===== config.mk =====
export PLATFORM = sky130hd
export DESIGN_NAME = knight_anim_addr_gen_flat
export DESIGN_NICKNAME = d
export VERILOG_FILES = /design/src/rtl/knight_anim_pkg.sv /design/src/rtl/knight_anim_addr_gen_if.sv /design/src/rtl/anim_frame_fsm.sv /design/src/rtl/knight_anim_addr_gen.sv /design/src/flat_wrapper.sv
export SDC_FILE = /design/constraint.sdc
export NUM_CORES = 1
export LEC_CHECK = 0
export CORE_AREA = 4 4 98 100
export CTS_CLUSTER_SIZE = 10
export DETAILED_ROUTE_END_ITERATION = 7
export DIE_AREA = 0 0 102 104
export GPL_TIMING_DRIVEN = 0
export HOLD_SLACK_MARGIN = 0.15
export PLACE_DENSITY_LB_ADDON = 0.25
export SETUP_SLACK_MARGIN = 0.05
export SYNTH_ARGS = -nofsm -noshare
export SYNTH_HDL_FRONTEND = slang
export SYNTH_SLANG_ARGS = --single-unit

===== constraint.sdc =====
create_clock -name vga_clk -period 8.2 [get_ports vga_clk]
set_input_delay 1.64 -clock vga_clk [delete_from_list [all_inputs] [get_ports vga_clk]]
set_output_delay 1.64 -clock vga_clk [all_outputs]
set_load 0.02 [all_outputs]

===== src/rtl/knight_anim_pkg.sv =====
// Shared types and constants for the animated knight sprite address path.
package knight_anim_pkg;

    typedef enum logic [1:0] {
        IDLE,
        PLAY,
        DONE
    } anim_state_t;

    localparam int unsigned H_ACTIVE = 640;
    localparam int unsigned V_ACTIVE = 480;
    localparam int unsigned COORD_W  = 10;
    // One extra bit so px + SPRITE_W cannot wrap back into the visible area.
    localparam int unsigned HIT_W    = COORD_W + 1;

    function automatic int unsigned frame_base(input int unsigned f,
                                               input int unsigned sprite_w,
                                               input int unsigned sprite_h);
        return f * sprite_w * sprite_h;
    endfunction

endpackage


===== src/rtl/knight_anim_addr_gen_if.sv =====
// Scan/position inputs and ROM address/status outputs of the sprite address stage.
interface knight_anim_addr_gen_if #(
    parameter int unsigned ADDR_W  = 15,
    parameter int unsigned FRAME_W = 3
);
    logic [9:0]         DrawX;
    logic [9:0]         DrawY;
    logic               blank;
    logic               vsync;
    logic [9:0]         pos_x;
    logic [9:0]         pos_y;
    logic               flip;
    logic               start;
    logic               loop;
    logic [ADDR_W-1:0]  rom_address;
    logic               sprite_on;
    logic [FRAME_W-1:0] frame_idx;
    logic               busy;
    logic               anim_done;

    modport master (
        output DrawX, DrawY, blank, vsync, pos_x, pos_y, flip, start, loop,
        input  rom_address, sprite_on, frame_idx, busy, anim_done
    );

    modport slave (
        input  DrawX, DrawY, blank, vsync, pos_x, pos_y, flip, start, loop,
        output rom_address, sprite_on, frame_idx, busy, anim_done
    );
endinterface


===== src/rtl/anim_frame_fsm.sv =====
// Animation sequencer: vsync edge detect, frame divider and frame index FSM.
module anim_frame_fsm
    import knight_anim_pkg::*;
#(
    parameter int unsigned NUM_FRAMES = 8,
    parameter int unsigned FRAME_DIV  = 6,
    parameter int unsigned FRAME_W    = 3
) (
    input  logic               clk_i,
    input  logic               reset_i,
    input  logic               vsync_i,
    input  logic               start_i,
    input  logic               loop_i,
    output logic               frame_tick_o,
    output logic [FRAME_W-1:0] frame_idx_o,
    output logic               busy_o,
    output logic               anim_done_o
);

    localparam int unsigned DIV_W = (FRAME_DIV > 1) ? $clog2(FRAME_DIV) : 1;
    localparam logic [DIV_W-1:0]   DIV_LAST   = DIV_W'(FRAME_DIV - 1);
    localparam logic [FRAME_W-1:0] FRAME_LAST = FRAME_W'(NUM_FRAMES - 1);

    anim_state_t        state_q, state_d;
    logic [DIV_W-1:0]   div_cnt_q, div_cnt_d;
    logic [FRAME_W-1:0] frame_q, frame_d;
    logic               vsync_q;
    logic               frame_tick;

    assign frame_tick = vsync_q & ~vsync_i;

    always_ff @(posedge clk_i) begin
        if (reset_i) begin
            state_q   <= IDLE;
            div_cnt_q <= '0;
            frame_q   <= '0;
            vsync_q   <= 1'b1;
        end else begin
            state_q   <= state_d;
            div_cnt_q <= div_cnt_d;
            frame_q   <= frame_d;
            vsync_q   <= vsync_i;
        end
    end

    always_comb begin
        state_d   = state_q;
        div_cnt_d = div_cnt_q;
        frame_d   = frame_q;
        unique case (state_q)
            IDLE: begin
                frame_d   = '0;
                div_cnt_d = '0;
                if (start_i) begin
                    state_d = PLAY;
                end
            end
            PLAY: begin
                // A restart pulse wins over a coincident frame tick.
                if (start_i) begin
                    frame_d   = '0;
                    div_cnt_d = '0;
                end else if (frame_tick) begin
                    if (div_cnt_q == DIV_LAST) begin
                        div_cnt_d = '0;
                        if (frame_q != FRAME_LAST) begin
                            frame_d = frame_q + 1'b1;
                        end else if (loop_i) begin
                            frame_d = '0;
                        end else begin
                            state_d = DONE;
                        end
                    end else begin
                        div_cnt_d = div_cnt_q + 1'b1;
                    end
                end
            end
            DONE: begin
                if (start_i) begin
                    state_d   = PLAY;
                    frame_d   = '0;
                    div_cnt_d = '0;
                end
            end
            default: begin
                state_d   = IDLE;
                frame_d   = '0;
                div_cnt_d = '0;
            end
        endcase
    end

    assign frame_tick_o = frame_tick;
    assign frame_idx_o  = frame_q;
    assign busy_o       = (state_q == PLAY);
    assign anim_done_o  = (state_q == DONE);

endmodule


===== src/rtl/knight_anim_addr_gen.sv =====
// Sprite hit test and ROM address generation for one animated sprite,
// registered so address and in-sprite flag appear one pixel clock after DrawX/DrawY.
module knight_anim_addr_gen
    import knight_anim_pkg::*;
#(
    parameter int unsigned SPRITE_W   = 50,
    parameter int unsigned SPRITE_H   = 64,
    parameter int unsigned NUM_FRAMES = 8,
    parameter int unsigned FRAME_DIV  = 6,
    parameter int unsigned ADDR_W     = 15
) (
    input  logic                   vga_clk,
    input  logic                   reset,
    knight_anim_addr_gen_if.slave  bus
);

    localparam int unsigned FRAME_W = (NUM_FRAMES > 1) ? $clog2(NUM_FRAMES) : 1;

    logic [FRAME_W-1:0] frame_idx;
    logic               frame_tick;
    logic               busy;
    logic               anim_done;

    logic [COORD_W-1:0] px_q, px_d;
    logic [COORD_W-1:0] py_q, py_d;
    logic               flip_q, flip_d;
    logic [ADDR_W-1:0]  rom_address_q, rom_address_d;
    logic               sprite_on_q, sprite_on_d;

    logic [HIT_W-1:0]   x_ext, y_ext, px_ext, py_ext;
    logic [HIT_W-1:0]   col, row;
    logic [31:0]        addr_full;
    logic               hit;

    anim_frame_fsm #(
        .NUM_FRAMES (NUM_FRAMES),
        .FRAME_DIV  (FRAME_DIV),
        .FRAME_W    (FRAME_W)
    ) u_anim_frame_fsm (
        .clk_i        (vga_clk),
        .reset_i      (reset),
        .vsync_i      (bus.vsync),
        .start_i      (bus.start),
        .loop_i       (bus.loop),
        .frame_tick_o (frame_tick),
        .frame_idx_o  (frame_idx),
        .busy_o       (busy),
        .anim_done_o  (anim_done)
    );

    // Geometry only moves at the start of a video frame to avoid tearing.
    always_comb begin
        px_d   = px_q;
        py_d   = py_q;
        flip_d = flip_q;
        if (frame_tick) begin
            px_d   = bus.pos_x;
            py_d   = bus.pos_y;
            flip_d = bus.flip;
        end
    end

    always_comb begin
        x_ext  = {1'b0, bus.DrawX};
        y_ext  = {1'b0, bus.DrawY};
        px_ext = {1'b0, px_q};
        py_ext = {1'b0, py_q};

        hit = bus.blank
            & (x_ext >= px_ext) & (x_ext < px_ext + HIT_W'(SPRITE_W))
            & (y_ext >= py_ext) & (y_ext < py_ext + HIT_W'(SPRITE_H));

        col = x_ext - px_ext;
        row = y_ext - py_ext;
        if (flip_q) begin
            col = HIT_W'(SPRITE_W - 1) - col;
        end

        addr_full = frame_base(32'(frame_idx), SPRITE_W, SPRITE_H)
                  + 32'(row) * SPRITE_W + 32'(col);

        sprite_on_d   = hit;
        rom_address_d = hit ? addr_full[ADDR_W-1:0] : '0;
    end

    always_ff @(posedge vga_clk) begin
        if (reset) begin
            px_q          <= '0;
            py_q          <= '0;
            flip_q        <= 1'b0;
            rom_address_q <= '0;
            sprite_on_q   <= 1'b0;
        end else begin
            px_q          <= px_d;
            py_q          <= py_d;
            flip_q        <= flip_d;
            rom_address_q <= rom_address_d;
            sprite_on_q   <= sprite_on_d;
        end
    end

    assign bus.rom_address = rom_address_q;
    assign bus.sprite_on   = sprite_on_q;
    assign bus.frame_idx   = frame_idx;
    assign bus.busy        = busy;
    assign bus.anim_done   = anim_done;

endmodule


===== src/flat_wrapper.sv =====
// flat-port wrapper written by rule: the top's interface ports become plain ports
module knight_anim_addr_gen_flat import knight_anim_pkg::*;
#(
    parameter int unsigned SPRITE_W   = 50,
    parameter int unsigned SPRITE_H   = 64,
    parameter int unsigned NUM_FRAMES = 8,
    parameter int unsigned FRAME_DIV  = 6,
    parameter int unsigned ADDR_W     = 15
)
  (vga_clk, reset, bus_DrawX, bus_DrawY, bus_blank, bus_vsync, bus_pos_x, bus_pos_y, bus_flip, bus_start, bus_loop, bus_rom_address, bus_sprite_on, bus_frame_idx, bus_busy, bus_anim_done);
  knight_anim_addr_gen_if #(.ADDR_W(ADDR_W), .FRAME_W(3)) bus_i ();
  input  logic vga_clk;
  input  logic reset;
  input wire logic [$bits(bus_i.DrawX)-1:0] bus_DrawX;
  input wire logic [$bits(bus_i.DrawY)-1:0] bus_DrawY;
  input wire logic [$bits(bus_i.blank)-1:0] bus_blank;
  input wire logic [$bits(bus_i.vsync)-1:0] bus_vsync;
  input wire logic [$bits(bus_i.pos_x)-1:0] bus_pos_x;
  input wire logic [$bits(bus_i.pos_y)-1:0] bus_pos_y;
  input wire logic [$bits(bus_i.flip)-1:0] bus_flip;
  input wire logic [$bits(bus_i.start)-1:0] bus_start;
  input wire logic [$bits(bus_i.loop)-1:0] bus_loop;
  output wire logic [$bits(bus_i.rom_address)-1:0] bus_rom_address;
  output wire logic [$bits(bus_i.sprite_on)-1:0] bus_sprite_on;
  output wire logic [$bits(bus_i.frame_idx)-1:0] bus_frame_idx;
  output wire logic [$bits(bus_i.busy)-1:0] bus_busy;
  output wire logic [$bits(bus_i.anim_done)-1:0] bus_anim_done;
  assign bus_i.DrawX = bus_DrawX;
  assign bus_i.DrawY = bus_DrawY;
  assign bus_i.blank = bus_blank;
  assign bus_i.vsync = bus_vsync;
  assign bus_i.pos_x = bus_pos_x;
  assign bus_i.pos_y = bus_pos_y;
  assign bus_i.flip = bus_flip;
  assign bus_i.start = bus_start;
  assign bus_i.loop = bus_loop;
  assign bus_rom_address = bus_i.rom_address;
  assign bus_sprite_on = bus_i.sprite_on;
  assign bus_frame_idx = bus_i.frame_idx;
  assign bus_busy = bus_i.busy;
  assign bus_anim_done = bus_i.anim_done;
  knight_anim_addr_gen #(.SPRITE_W(SPRITE_W), .SPRITE_H(SPRITE_H), .NUM_FRAMES(NUM_FRAMES), .FRAME_DIV(FRAME_DIV), .ADDR_W(ADDR_W)) u_core (.vga_clk(vga_clk), .reset(reset), .bus(bus_i));
endmodule

==> metrics.cfg <==
[worst_hold_path]
hold_class=register to register

[global_routing]
global_route.usage.met2=0.3565
met3_usage=0.03219
top_usage_layer=met2
overflow=0
grt_pass1_vias=4061
grt_antenna_before_repair=0
grt_pass1_wl_um=18080
track_usage=0.2071
grt_max_degree=15
grtUsageMet1=0.2624

[cts]
cts_hold_buf=0
cts_tree=done
path_clk_slew_ps=110
clock-sinks=46
htree_levels=2
cts_made_buffers=5
cts_setup_buffers=0
post_cts_resized=0
worstSkewPairLatency_ps=320
cts-root-buf=clkbuf_8
cts_buffer_depth=2

[logic_synthesis]
ys.flop_type=dfxtp_1
synthXorXnorAreaFrac=0.1092
synth_fp_nets=733
ys_seq_elements=46
synth_cell_type_count=60
yosysMostFrequentCell=ha_1
async_reset_ff_frac=0
synth_area_leaders=ha_1, dfxtp_1, xnor2_1
synth_top_cell_by_area=ha_1
synth_top_family_by_area=adder cells
synth_commonest_cells=ha_1, inv_1, nand2_1, a21oi_1, dfxtp_1
synth_fa_ha_area_frac=0.2998
netlist_instances=579
synth_area_per_cell_um2=8.274
netlist_area_um2=4791
synth_enable_flop_cells=0
synth-simple-area-share=0.1510
synth_compound_area_frac=0.1658
netlist.area_leader.share=0.2455
ys_seq_area_frac=0.1922
yosysWarnings=0
synthMuxAreaShare=0.004440

[pwr]
vdd_drop_max_v=0.0001818
p_leak_uw=0.002579
power_density_nw_per_um2=329.7

[worst_setup_path]
startpoint_type=input pin
crit_arrival_ps=7710
required_ps=8420
slowest_stage=fa_1
crit_type=input pin to register
end_kind=register
cp_max_fo=4
max_stage_delay_ps=530

[placement]
post-dp-hpwl_um=8842
dp.cells=754
dpl_cell_area_um2=5597
gp_congestion=0.8657
io_buffers=67

[die]
initial_utilization=0.5520
fp.dieW_um=102
core.rowCount=34
dieArea_um2=10610
die_height_um=104
io_pins=68
core-area_um2=8678

[route]
drt-total-wl_um=10490
wire_per_inst_um=13.77
antenna_left=0
first_pass_iters=4
drt_iter0_markers=153
num_vias=4074
vias_per_cell=5.346
drc=0

[final_layout]
antenna_cells_inserted=0
fin_nets=807
stdcell_count=762
design_area_um2=5707
area_delta_synth_final_pct=19.12
nFillCells=776
utilization=0.6576
drive_gt1_frac=0.03823

[sta]
finalCritPeriodShare=0.9129
slew_violations=0
rsz0062_at_grt=no
tightest_slew_ps=654.1
fmax_mhz=133.6
fin_setup_tns_ps=0
fin_skew_ps=18.29
setup_violations=0
hold_viol_final=0
max_slew_margin=0.5639
fin_crit_ps=7486

[run]
drv_cap=0

[outcome]
status=complete, no violations

## cell type report
type | instances | area, um2 | share of cell area
inverters | 83 | 311.5 | 0.05459
flip-flops and latches | 46 | 920.9 | 0.1614
repair buffers | 67 | 670.6 | 0.1175
clock inverters | 2 | 37.54 | 0.006578
multi-input cells | 439 | 3498 | 0.6130
well taps | 108 | 135.1 | 0.02368
clock buffers | 6 | 72.57 | 0.01272
plain buffers | 11 | 60.06 | 0.01052
## per-stage QoR
step	hold WS [ps]	power, uW	setup slack, ps
floorplan	428.1	1459	1285
global placement	436.5	1667	474.9
detailed placement	450.5	1709	370.7
CTS	450.9	1894	694.3
global route	497.3	2126	281.4
finish	443.0	1881	714.2
## report_power, final
part	leakage, uW	internal, uW	switching, uW
clock network	0.0000514	91.2	86.4
registers	0.000375	234	7.25
logic	0.00215	699	764
total	0.00258	1020	858
## worst max-delay path, delay by kind of cell
kind,cells,cell delay (ps)
XOR/XNOR,3,590
buffers and inverters,6,680
AO/OA/AOI/OAI,7,1650
AND/OR/NAND/NOR,3,340
adder cells (fa/ha/maj),8,2810
## worst paths after layout
kind / from / endpoint / slack [ps] / depth (start not counted)
setup / recovery: bus_DrawY[0] / u_core.bus.rom_address[13] / 710 / 27
hold / removal: u_core.u_anim_frame_fsm.state_q[1] / u_core.u_anim_frame_fsm.state_q[0] / 440 / 1
setup reg to reg: u_core.py_q[0] / u_core.bus.rom_address[13] / 2150 / 25
hold reg to reg: u_core.u_anim_frame_fsm.state_q[1] / u_core.u_anim_frame_fsm.state_q[0] / 440 / 1
## cells by family (layout without fill, tap and decap cells)
kind of cell             Yosys count  count (layout)
AND/OR/NAND/NOR                  149             149
AO/OA/AOI/OAI                    125             125
adder cells (fa/ha/maj)          107             107
buffers and inverters             94             169
XOR/XNOR                          56              56
flip-flops                        46              46
multiplexers                       2               2
## registers in the layout, summed over array words and instances (netlist names)
name and cells:
u_core.u_anim_frame_fsm.frame_idx_o 3, u_core.bus.rom_address 15, u_core.flip_q 1, u_core.py_q 10
u_core.bus.sprite_on 1, u_core.u_anim_frame_fsm.state_q 2, u_core.u_anim_frame_fsm.vsync_q 1, u_core.px_q 10
u_core.u_anim_frame_fsm.div_cnt_q 3
## cells in the final DEF, fill, tap and decap left out, types with 4 or more instances in the layout
cell	netlist	final
clkdlybuf4s50_1	0	67
fa_1	13	13
nand2b_1	9	9
nand2_1	61	61
a31oi_1	4	4
clkbuf_8	1	6
inv_1	81	81
xnor2_1	37	37
nand4b_1	4	4
nand3_1	9	9
a21o_1	15	15
o21ai_1	8	8
ha_1	94	94
nand4_1	5	5
nor2_1	26	26
clkbuf_1	8	9
xor2_1	17	17
o21a_1	6	6
o21ai_0	11	11
or3_1	4	4
a21oi_1	57	57
nor2b_1	6	6
nor3_1	12	12
dfxtp_1	46	46
## metal layers
metal  routed length, um  vias to the layer above
li1                    -                     2121
met1                4517                     1840
met3                 518                       23
met4                 274                        0
met5                   0                        -
met2                5180                       90
No activity file was read; power rests on OpenSTA's default activity.
